<file path="src/rtl/draw_arb_pkg.sv">
// draw_arb_pkg: shared types and constants for the VGA draw arbiter.
// Holds the arbiter state encoding, the datapath-select values used by the
// mux, and the helper that sizes the shared GAP/watchdog down-counter.
package draw_arb_pkg;

   typedef enum logic [1:0] {
      IDLE      = 2'd0,
      GNT_SELF  = 2'd1,
      GNT_ENEMY = 2'd2,
      GAP       = 2'd3
   } arb_state_t;

   // datapath_select encoding as seen by the x/y/color mux
   localparam logic SEL_SELF  = 1'b0;
   localparam logic SEL_ENEMY = 1'b1;

   // Counter must hold values up to max(gap, wd) - 1; never narrower than 1 bit.
   function automatic int cnt_width(input int gap_cycles, input int wd_cycles);
      int m;
      m = (gap_cycles > wd_cycles) ? gap_cycles : wd_cycles;
      return (m < 2) ? 1 : $clog2(m);
   endfunction

endpackage

</file>
<file path="src/rtl/draw_arb_timer.sv">
// draw_arb_timer: loadable down-counter with a zero flag.
// One instance is shared between the GAP interval and the grant watchdog;
// the two are never active in the same arbiter state, so a single counter
// serves both. Decrementing saturates at zero.
module draw_arb_timer #(
   parameter int W = 4
) (
   input  logic         clock,
   input  logic         resetn,
   input  logic         load,
   input  logic         dec,
   input  logic [W-1:0] load_val,
   output logic         zero
);

   logic [W-1:0] count;

   // Load has priority over decrement; hold at zero once reached.
   always_ff @(posedge clock or negedge resetn) begin
      if (!resetn) begin
         count <= '0;
      end else if (load) begin
         count <= load_val;
      end else if (dec && (count != '0)) begin
         count <= count - 1'b1;
      end
   end

   assign zero = (count == '0);

endmodule

</file>
<file path="src/rtl/draw_arbiter.sv">
// draw_arbiter: grants the VGA drawing port to either the self (player)
// datapath or the enemy datapath, one at a time, with round-robin on
// contention and an idle gap between grants. Drives the datapath mux select
// and forwards the owner's plot strobe as the VGA write enable.
// Optional feature: define DRAW_ARB_WATCHDOG_EN to force release of a grant
// held for WD_CYCLES cycles without a done pulse (wd_timeout pulses once).
module draw_arbiter
   import draw_arb_pkg::*;
#(
   parameter int GAP_CYCLES = 1,
   parameter int WD_CYCLES  = 20000
) (
   input  logic clock,
   input  logic resetn,
   input  logic req_self,
   input  logic req_enemy,
   input  logic done_self,
   input  logic done_enemy,
   input  logic plot_self,
   input  logic plot_enemy,
   output logic grant_self,
   output logic grant_enemy,
   output logic datapath_select,
   output logic plot,
   output logic busy,
   output logic wd_timeout
);

   localparam int CNT_W = cnt_width(GAP_CYCLES, WD_CYCLES);
   localparam logic [CNT_W-1:0] GAP_LOAD = CNT_W'(GAP_CYCLES - 1);
`ifdef DRAW_ARB_WATCHDOG_EN
   localparam logic [CNT_W-1:0] WD_LOAD  = CNT_W'(WD_CYCLES - 1);
`endif

   arb_state_t       state;
   logic             last_served;
   logic             done_gnt;
   logic             wd_expire;
   logic             tmr_load;
   logic             tmr_dec;
   logic [CNT_W-1:0] tmr_load_val;
   logic             tmr_zero;

   // A done pulse only counts when it comes from the datapath that holds the grant.
   always_comb begin
      done_gnt = ((state == GNT_SELF)  && done_self) ||
                 ((state == GNT_ENEMY) && done_enemy);
   end

`ifdef DRAW_ARB_WATCHDOG_EN
   // Watchdog expiry: counter hit zero while granted; a simultaneous done wins.
   always_comb begin
      wd_expire = ((state == GNT_SELF) || (state == GNT_ENEMY)) &&
                  tmr_zero && !done_gnt;
   end
`else
   assign wd_expire = 1'b0;
`endif

   // Timer control: load GAP length on release, count down through GAP;
   // with the watchdog, also load the grant limit on grant and count while granted.
   always_comb begin
      tmr_load     = 1'b0;
      tmr_dec      = 1'b0;
      tmr_load_val = GAP_LOAD;
      case (state)
`ifdef DRAW_ARB_WATCHDOG_EN
         IDLE: begin
            if (req_self || req_enemy) begin
               tmr_load     = 1'b1;
               tmr_load_val = WD_LOAD;
            end
         end
`endif
         GNT_SELF, GNT_ENEMY: begin
            if (done_gnt || wd_expire) begin
               tmr_load = 1'b1;
`ifdef DRAW_ARB_WATCHDOG_EN
            end else begin
               tmr_dec  = 1'b1;
`endif
            end
         end
         GAP: begin
            tmr_dec = 1'b1;
         end
         default: begin
         end
      endcase
   end

   draw_arb_timer #(
      .W (CNT_W)
   ) u_timer (
      .clock    (clock),
      .resetn   (resetn),
      .load     (tmr_load),
      .dec      (tmr_dec),
      .load_val (tmr_load_val),
      .zero     (tmr_zero)
   );

   // Arbiter FSM with registered grants, select, busy and watchdog pulse.
   always_ff @(posedge clock or negedge resetn) begin
      if (!resetn) begin
         state           <= IDLE;
         grant_self      <= 1'b0;
         grant_enemy     <= 1'b0;
         datapath_select <= SEL_SELF;
         busy            <= 1'b0;
         wd_timeout      <= 1'b0;
         last_served     <= SEL_ENEMY;
      end else begin
         wd_timeout <= 1'b0;
         case (state)
            IDLE: begin
               if (req_self && (!req_enemy || (last_served == SEL_ENEMY))) begin
                  state           <= GNT_SELF;
                  grant_self      <= 1'b1;
                  datapath_select <= SEL_SELF;
                  busy            <= 1'b1;
               end else if (req_enemy) begin
                  state           <= GNT_ENEMY;
                  grant_enemy     <= 1'b1;
                  datapath_select <= SEL_ENEMY;
                  busy            <= 1'b1;
               end
            end
            GNT_SELF: begin
               if (done_self || wd_expire) begin
                  state       <= GAP;
                  grant_self  <= 1'b0;
                  last_served <= SEL_SELF;
                  wd_timeout  <= wd_expire;
               end
            end
            GNT_ENEMY: begin
               if (done_enemy || wd_expire) begin
                  state       <= GAP;
                  grant_enemy <= 1'b0;
                  last_served <= SEL_ENEMY;
                  wd_timeout  <= wd_expire;
               end
            end
            GAP: begin
               if (tmr_zero) begin
                  state <= IDLE;
                  busy  <= 1'b0;
               end
            end
            default: begin
               state       <= IDLE;
               grant_self  <= 1'b0;
               grant_enemy <= 1'b0;
               busy        <= 1'b0;
            end
         endcase
      end
   end

   // VGA write enable follows only the owner's strobe.
   always_comb begin
      plot = (grant_self & plot_self) | (grant_enemy & plot_enemy);
   end

endmodule

</file>
<file path="config.mk">
export PLATFORM = sky130hd
export DESIGN_NAME = draw_arbiter
export DESIGN_NICKNAME = d
export VERILOG_FILES = /design/src/rtl/draw_arb_pkg.sv /design/src/rtl/draw_arb_timer.sv /design/src/rtl/draw_arbiter.sv
export SDC_FILE = /design/constraint.sdc
export NUM_CORES = 1
export LEC_CHECK = 0
export CAP_MARGIN = 25
export CORE_ASPECT_RATIO = 0.5
export CORE_MARGIN = 2
export CORE_UTILIZATION = 45
export DETAILED_ROUTE_END_ITERATION = 7
export PLACE_DENSITY = 0.63
export SLEW_MARGIN = 40
export SYNTH_ARGS = -nofsm -noshare
export SYNTH_HDL_FRONTEND = slang
export SYNTH_SLANG_ARGS = --single-unit
</file>
<file path="constraint.sdc">
create_clock -name clock -period 2.7 [get_ports clock]
set_input_delay 0.27 -clock clock [delete_from_list [all_inputs] [get_ports clock]]
set_output_delay 0.27 -clock clock [all_outputs]
set_load 0.03 [all_outputs]
</file>
==> results of run 1 <==
-- stage by stage --
stage | power, mW | std cells | hold slack [ns] | instance area [µm²] | utilization (%)
after global placement | 1.667 | 181 | 0.5156 | 1505 | 55.41
final | 1.906 | 185 | 0.3523 | 1550 | 57.07
after detailed placement | 1.686 | 181 | 0.5215 | 1505 | 55.41
after CTS | 1.916 | 185 | 0.3594 | 1550 | 57.07
after global routing | 2.077 | 185 | 0.3924 | 1550 | 57.07
after floorplan | 1.428 | 134 | -0.02559 | 1350 | -
-- layout make-up --
cell class | instances | area (µm²)
multi-input cells | 99 | 738.2
well taps | 37 | 46.29
repair buffers | 14 | 135.1
flip-flops and latches | 22 | 551.8
fillers | 229 | 1166
clock buffers | 4 | 45.04
inverters | 9 | 33.78
-- layout by cell type, fill, tap and decap left out, types with 2 or more instances in the layout --
cell,Yosys,final
a21bo_2,2,2
a21oi_1,14,14
a22o_1,3,3
buf_4,1,2
clkbuf_8,0,3
clkdlybuf4s50_1,0,12
dfrtp_1,21,21
ha_1,5,5
inv_1,9,9
mux2i_1,3,3
nand2_1,11,11
nand2b_1,2,2
nand3b_1,2,2
nor2_1,3,3
nor4_1,2,2
nor4_2,2,2
o21ai_0,7,7
o22ai_1,3,3
o31ai_1,2,2
or3_1,6,6
or4_1,3,3
or4_4,2,2
-- synthesized netlist by cell type (all sizes together) (3+ instances only) --
cell type	n
dfrtp	21
nor4	5
o22ai	3
mux2i	3
nor2	3
nand2	11
or4	5
inv	9
buf	3
o21ai	7
or3	6
a21oi	14
ha	5
a22o	3
-- power groups by stage --
stage | Sequential, mW | Combinational [mW] | Clock [mW]
after global placement | 0.614 | 1.05 | 0
after CTS | 0.610 | 1.08 | 0.222
after floorplan | 0.626 | 0.801 | 0
after global routing | 0.634 | 1.20 | 0.247
after detailed placement | 0.616 | 1.07 | 0
final | 0.611 | 1.08 | 0.215
-- path summary, 6_finish.rpt --
kind                                    startpoint                            to  slack [ns]
hold reg to reg            last_served$_DFFE_PN1P_       last_served$_DFFE_PN1P_        0.53
max in group asynchronous                   resetn       last_served$_DFFE_PN1P_        2.07
min in group clock         last_served$_DFFE_PN1P_       last_served$_DFFE_PN1P_        0.53
setup / recovery              state[0]$_DFFE_PN0P_  u_timer.count[7]$_DFFE_PN0P_        0.60
setup reg to reg              state[0]$_DFFE_PN0P_  u_timer.count[7]$_DFFE_PN0P_        0.60
hold / removal                              resetn          state[0]$_DFFE_PN0P_        0.35
-- registers in the layout (all words and copies together) (netlist names) --
signal	count
state	2
grant_enemy	1
last_served	1
u_timer.count	15
datapath_select	1
grant_self	1
busy	1
-- worst max-delay path, stage by stage, from the launching register on --
cell and delay [ns]:
dfrtp_1 0.39, ha_1 0.38, or3b_4 0.47, or2_4 0.28, nor4_1 0.30, mux2i_1 0.22
-- routing by layer --
| metal | share of wire (%) | vias up |
|---|---|---|
| li1 | - | 535 |
| met1 | 53 | 508 |
| met2 | 43 | 15 |
| met3 | 3.2 | 2 |
| met4 | 0.43 | 0 |
| met5 | 0 | - |
-- cells by family (layout without fill, tap and decap cells) --
kind of cell    Yosys count  after routing  share of synthesized area (%)
xor+xnor                  1              1                         0.6489
flops                    22             22                          40.87
fa+ha+maj                 5              5                          4.634
simple gates             45             45                          24.37
other cells               1              1                         0.2778
mux                       4              4                          3.058
buf+inv                  13             27                          4.448
compound gates           43             43                          21.69
==> impl_metrics.yaml, run 1 <==
outcome:
  status: "complete, no violations"
timing:
  clock.fmax_mhz: 477.2
  slew_violations: 0
  fin_crit_sh_pct: 77.61
  hold_viol: 0
  tns_ns: 0
  rsz0062_at_grt: "false"
  fin_worst_skew_ns: 0.002949
  period_needed_ns: 2.095
  setup_violations: 0
  fin_ws_ns: 0.6045
run:
  drv_cap: 0
power:
  power_frac_clock_pct: 11.3
  combPwrFrac_pct: 56.7
  p_sw_mw: 0.8587
  max-vdd-ir-drop_v: 0.0004840
  intPower_mw: 1.048
  p_leak_nw: 0.6483
  powerDensity_mw_per_mm2: 1230
  seqPwrFrac_pct: 32.1
  swShare_pct: 45.04
clocking:
  cts_max_level: 1
  root_buffer: "clkbuf_8"
  cts_buffers: 3
  hold_buffers: 0
  cts_max_path_buffers: 2
  clk_pin_slew_ns: 0.08
  cts_resized: 0
  cts_setup_buffers: 0
  cts_tree: "done"
  cts.sinks: 22
  clk_latency_ns: 0.26
setup_path:
  cp_max_fo: 11
  worstPathRequired_ns: 2.89
  crit_arrival_ns: 2.29
  startpoint_type: "register"
  path_class: "reg2reg"
  r2r_cells: 5
  end_kind: "register"
yosys:
  yosysUniqueCellTypes: 51
  ys_seq_area_share_pct: 40.87
  syn_area_mm2: 0.001350
  syn_inst: 134
  synth_top_area_cell: "dfrtp_1"
  postSynth.asyncResetShare_pct: 100.0
  synth.top_cells.by_area: "dfrtp_1 (39%), a21oi_1 (5.2%), ha_1 (4.6%), nand2_1 (3.1%), or3_1 (2.8%)"
  ys.flop_type: "dfrtp_1"
  yosys.area.top_type_share_pct: 38.92
  synth_edf_count: 0
  yosysWarnings: 0
  synthesis.nets: 147
  syn_avg_cell_area_um2: 10.07
  synth_seq_cells: 22
min_path:
  worst_hold_path_type: "in2async"
drt:
  dr.first_iter.drc_count: 34
  wl_per_cell_um: 15.06
  drc: 0
  vias_per_cell: 5.730
  drt_wl_total_um: 2787
  antenna_left: 0
  num_vias: 1060
  dr.pass1.iters: 4
final_layout:
  syn_to_final_growth_pct: 14.83
  antenna_cells: 0
  fin_nets: 162
  drive_gt1_share_pct: 12.16
global_route:
  grt_pass1_vias: 981
  gr-usage-met2_pct: 28.69
  gr-usage-met3_pct: 5.745
  antenna_found_initial: 0
  grt_max_degree: 23
  grt_usage_pct: 17.97
  grt_pass1_wl_um: 4740
  grt_busiest_layer: "met2"
  grt_overflow: 0
  use_met1_pct: 24.60
place:
  port_buffers: 12
  hpwl_um: 2001
  pre_cts_ws_ns: 0.6314
  routabilityCongestion: 0.7920
floorplanning:
  io_pins: 14
  dieWidth_um: 81.46
  die_y_um: 42.73
  core_area_mm2: 0.002716
  die-area_mm2: 0.003481
  rows: 13
  start_util_pct: 49.70
Note: power is estimated with default switching activity, not from simulation.
==> run 2: changes to the inputs <==
==> constraint.sdc (replaced) <==
create_clock -name clock -period 2 [get_ports clock]
set_input_delay 0.2 -clock clock [delete_from_list [all_inputs] [get_ports clock]]
set_output_delay 0.2 -clock clock [all_outputs]
set_load 0.03 [all_outputs]
==> impl_metrics.yaml, run 2 (synthesized netlist as in run 1, its figures left out) <==
final_layout:
  post_layout_nonfiller_instances: 191
  syn_to_final_growth_pct: 19.93
  top_register: "u_timer.count"
  final_cell_mix: "dfrtp_1 (21), a21oi_1 (14), clkdlybuf4s50_1 (12), nand2_1 (11), inv_1 (9)"
  final_common_cell: "dfrtp_1"
  reg_top3: "u_timer.count: 15 flops, state: 2 flops"
  drive_gt1_share_pct: 17.53
  largest_register_ffs: 15
  fin_nets: 168
  antenna_cells: 0
  final_core_util_pct: 59.60
  fill_cells: 235
timing:
  slew_violations: 0
  fin_crit_sh_pct: 93.99
  rsz0062_at_grt: "true"
  period_needed_ns: 1.880
  clock.fmax_mhz: 532.0
  fin_worst_skew_ns: 0.004149
  setup_violations: 0
  hold_viol: 0
setup_path:
  end_kind: "register"
  cp_max_fo: 5
  r2r_start: "state[1]$_DFFE_PN0P_"
  worstPathRequired_ns: 2.19
  startpoint: "state[1]$_DFFE_PN0P_"
  r2r_cells: 5
  crit_arrival_ns: 2.07
  startpoint_type: "register"
  path_class: "reg2reg"
place:
  port_buffers: 12
  routabilityCongestion: 0.7807
  hpwl_um: 2072
  dp_cells: 186
floorplanning:
  rows: 13
  start_util_pct: 49.70
  dieWidth_um: 81.46
  core_area_mm2: 0.002716
  die_y_um: 42.73
  io_pins: 14
  die-area_mm2: 0.003481
drt:
  vias_per_cell: 5.827
  wl_per_cell_um: 14.78
  dr.first_iter.drc_count: 32
  drt_wl_total_um: 2823
  antenna_left: 0
  dr.pass1.iters: 4
  num_vias: 1113
  drc: 0
clocking:
  cts_tree: "done"
  clk_pin_slew_ns: 0.08
  cts.sinks: 22
  cts_buffers: 3
  root_buffer: "clkbuf_8"
  cts_max_level: 1
  cts_max_path_buffers: 2
  clk_latency_ns: 0.26
power:
  p_leak_nw: 0.6779
  powerDensity_mw_per_mm2: 1645
  max-vdd-ir-drop_v: 0.0007659
global_route:
  antenna_found_initial: 0
  grt_pass1_wl_um: 4802
  grt_max_degree: 23
  grt_usage_pct: 18.10
  grt_overflow: 0
  grt_pass1_vias: 1037
run:
  drv_cap: 0
min_path:
  worst_hold_path_type: "in2async"
outcome:
  status: "complete, no violations"
==> run 2: cell types whose count changed in the layout (fill, tap and decap cells not counted), sizes merged <==
cell	change
buf	+6
==> run 2: critical path: stages, from the launching register on <==
cell     delay (ns)
dfrtp_1        0.38
ha_2           0.23
or3b_4         0.42
or2_4          0.29
or3_1          0.34
a21oi_1        0.14
==> run 2: final timing paths <==
kind,endpoint,slack (ns)
worst min-delay path,u_timer.count[2]$_DFFE_PN0P_,0.28
worst max-delay path,u_timer.count[5]$_DFFE_PN0P_,0.12
worst max register to register,u_timer.count[5]$_DFFE_PN0P_,0.12
worst min register to register,last_served$_DFFE_PN1P_,0.53
max in group asynchronous,last_served$_DFFE_PN1P_,1.43
min in group clock,last_served$_DFFE_PN1P_,0.53
==> run 2: per-stage QoR <==
stage	worst slack [ns]	area, µm²	power (mW)	setup TNS (ns)	hold slack, ns
CTS	0.04904	1594	2.626	0	0.2881
floorplan	0.1131	1350	1.927	0	-0.09559
finish	0.1201	1619	2.664	0	0.2804
global route	-0.004012	1619	2.879	-0.004012	0.3306
global placement	0.1127	1543	2.300	0	0.5141
detailed placement	-0.01277	1543	2.325	-0.01277	0.5194
==> run 2: cell type report <==
type | count | area, µm² | share of cell area [%]
clock buffer | 4 | 45.04 | 2.782
sequential | 22 | 551.8 | 34.08
tap | 37 | 46.29 | 2.859
multi-input combinational | 99 | 762.0 | 47.06
inverter | 9 | 33.78 | 2.087
timing repair buffer | 20 | 180.2 | 11.13
==> run 2: what timing repair did <==
action                                  CTS  global route
setup buffers                             0             1
resized for setup                         1             3
endpoints found under the setup margin    1             6
hold buffers                              0             0
==> run 2: layer usage <==
layer  global-route usage, %  wire [µm]  up-vias
li1                        -          -      556
met1                   26.10       1502      540
met2                   26.72       1212       15
met3                   5.957         96        2
met4                   3.051         10        0
met5                       0          0        -
==> run 2: power by group <==
part | internal, mW | switching, mW
logic | 0.709 | 0.833
clock network | 0.142 | 0.144
registers | 0.621 | 0.214
total | 1.47 | 1.19
==> run 3: changes to the inputs <==
--- a/config.mk
+++ b/config.mk
@@ -10,6 +10,7 @@
 export CORE_MARGIN = 2
 export CORE_UTILIZATION = 45
 export DETAILED_ROUTE_END_ITERATION = 7
+export GPL_TIMING_DRIVEN = 0
 export PLACE_DENSITY = 0.63
 export SLEW_MARGIN = 40
 export SYNTH_ARGS = -nofsm -noshare
==> impl_metrics.yaml, run 3 (synthesized netlist as in run 1, its figures left out) <==
outcome:
  status: "complete, no violations"
floorplanning:
  core_area_mm2: 0.002716
  dieWidth_um: 81.46
  die-area_mm2: 0.003481
  start_util_pct: 49.70
  io_pins: 14
  die_y_um: 42.73
  rows: 13
place:
  routabilityCongestion: 0.7992
  hpwl_um: 2038
  postPlaceCellArea_mm2: 0.001511
  port_buffers: 12
final_layout:
  final_cell_mix: "dfrtp_1 (21), a21oi_1 (14), nand2_1 (11), clkdlybuf4s50_1 (11), inv_1 (9)"
  largest_register_ffs: 15
  final_area_mm2: 0.001605
  drive_gt1_share_pct: 16.88
  antenna_cells: 0
  reg_top3: "u_timer.count: 15 flops, state: 2 flops"
  fin_nets: 168
  top_register: "u_timer.count"
  syn_to_final_growth_pct: 18.91
  final_common_cell: "dfrtp_1"
timing:
  fin_worst_skew_ns: 0.007102
  hold_viol: 0
  slew_violations: 0
  tns_ns: 0
  rsz0062_at_grt: "true"
  tightest_slew_ns: 0.5329
  whs_ns: 0.4557
  fin_crit_sh_pct: 96.37
  clock.fmax_mhz: 518.8
  period_needed_ns: 1.927
  slew_headroom_pct: 64.47
  setup_violations: 0
setup_path:
  r2r_start: "state[0]$_DFFE_PN0P_"
  r2r_cells: 6
  worstPathRequired_ns: 2.19
  r2r_end: "u_timer.count[5]$_DFFE_PN0P_"
  crit_arrival_ns: 2.12
  path_class: "reg2reg"
  cp_max_fo: 10
  regToRegSetupSlack_ns: 0.07
  startpoint_type: "register"
  end_kind: "register"
drt:
  vias_per_cell: 5.738
  drc: 0
  dr.first_iter.drc_count: 68
  num_vias: 1096
  dr.pass1.iters: 2
  drt_wl_total_um: 2804
  wl_per_cell_um: 14.68
  antenna_left: 0
global_route:
  grt_max_degree: 23
  grt_usage_pct: 18.10
  grt_pass1_wl_um: 4788
  grt_pass1_vias: 1030
  antenna_found_initial: 0
  grt_overflow: 0
clocking:
  cts_buffers: 3
  clk_pin_slew_ns: 0.08
  root_buffer: "clkbuf_8"
  clk_latency_ns: 0.26
  cts_tree: "done"
  cts_max_path_buffers: 2
  cts.sinks: 22
  cts_max_level: 1
run:
  drv_cap: 0
min_path:
  worst_hold_path_type: "in2async"
power:
  powerDensity_mw_per_mm2: 1647
  p_leak_nw: 0.6757
  max-vdd-ir-drop_v: 0.0007564
-- run 3: changes by cell type in the layout (fill, tap and decap cells not counted), sizes merged --
cell	previous run	this run
clkdlybuf4s50	12	11
buf	8	7
dlygate4sd3	0	1
clkbuf	4	5
-- run 3: power breakdown --
part | total, mW | leakage, nW | internal (mW) | switching, mW
clock network | 0.289 | 0.0228 | 0.142 | 0.146
registers | 0.818 | 0.277 | 0.621 | 0.196
logic | 1.54 | 0.376 | 0.703 | 0.834
total | 2.64 | 0.676 | 1.47 | 1.18
-- run 3: cell type report --
class / instances / area, µm²
multi-input combinational: 99 / 753.2
inverter: 9 / 33.78
timing repair buffer: 16 / 147.6
fill: 240 / 1111
clock buffer: 4 / 45.04
buffer: 4 / 27.53
tap: 37 / 46.29
sequential: 22 / 551.8
-- run 3: per-layer routing --
layer | share of wire, % | GRT usage (%) | vias up
li1 | - | - | 554
met1 | 51 | 25.63 | 528
met2 | 46 | 28.36 | 14
met3 | 2.9 | 5.745 | 0
met4 | 0 | 1.017 | 0
met5 | 0 | 0 | -
-- run 3: worst max-delay path, stage by stage, from the launching register on --
cell,delay (ns)
dfrtp_1,0.36
ha_2,0.20
buf_6,0.13
or3b_4,0.42
or2_4,0.26
or3_1,0.34
a21oi_1,0.15
-- run 3: how the worst max path moves through the flow --
stage                    startpoint                      endpoint  slack (ns)  cells past startpoint
5_1_grt        state[0]$_DFFE_PN0P_  u_timer.count[7]$_DFFE_PN0P_      -0.006                      6
3_3_place_gp   state[0]$_DFFE_PN0P_  u_timer.count[7]$_DFFE_PN0P_       -0.04                      6
4_1_cts        state[1]$_DFFE_PN0P_  u_timer.count[5]$_DFFE_PN0P_       0.001                      6
2_1_floorplan  state[0]$_DFFE_PN0P_  u_timer.count[7]$_DFFE_PN0P_        0.11                      6
6_report       state[0]$_DFFE_PN0P_  u_timer.count[5]$_DFFE_PN0P_        0.07                      6
3_5_place_dp   state[0]$_DFFE_PN0P_  u_timer.count[7]$_DFFE_PN0P_       -0.05                      6
-- run 3: per-stage QoR --
stage	utilization, %	setup WS, ns	power (mW)	std cells
floorplan	-	0.1131	1.927	134
global route	59.10	-0.006247	2.877	191
global placement	55.83	-0.03663	2.271	183
CTS	58.45	0.001434	2.632	190
detailed placement	55.64	-0.04843	2.293	183
finish	59.10	0.07258	2.643	191
-- run 3: timing repair --
item / CTS / global route
cloned: 0 / 0
gates resized for setup: 1 / 4
endpoints found under the setup margin: 4 / 7
pin swaps: 1 / 1
endpoints found under the hold margin: 21 / 0
setup buffers: 2 / 1
hold buffers: 1 / 0
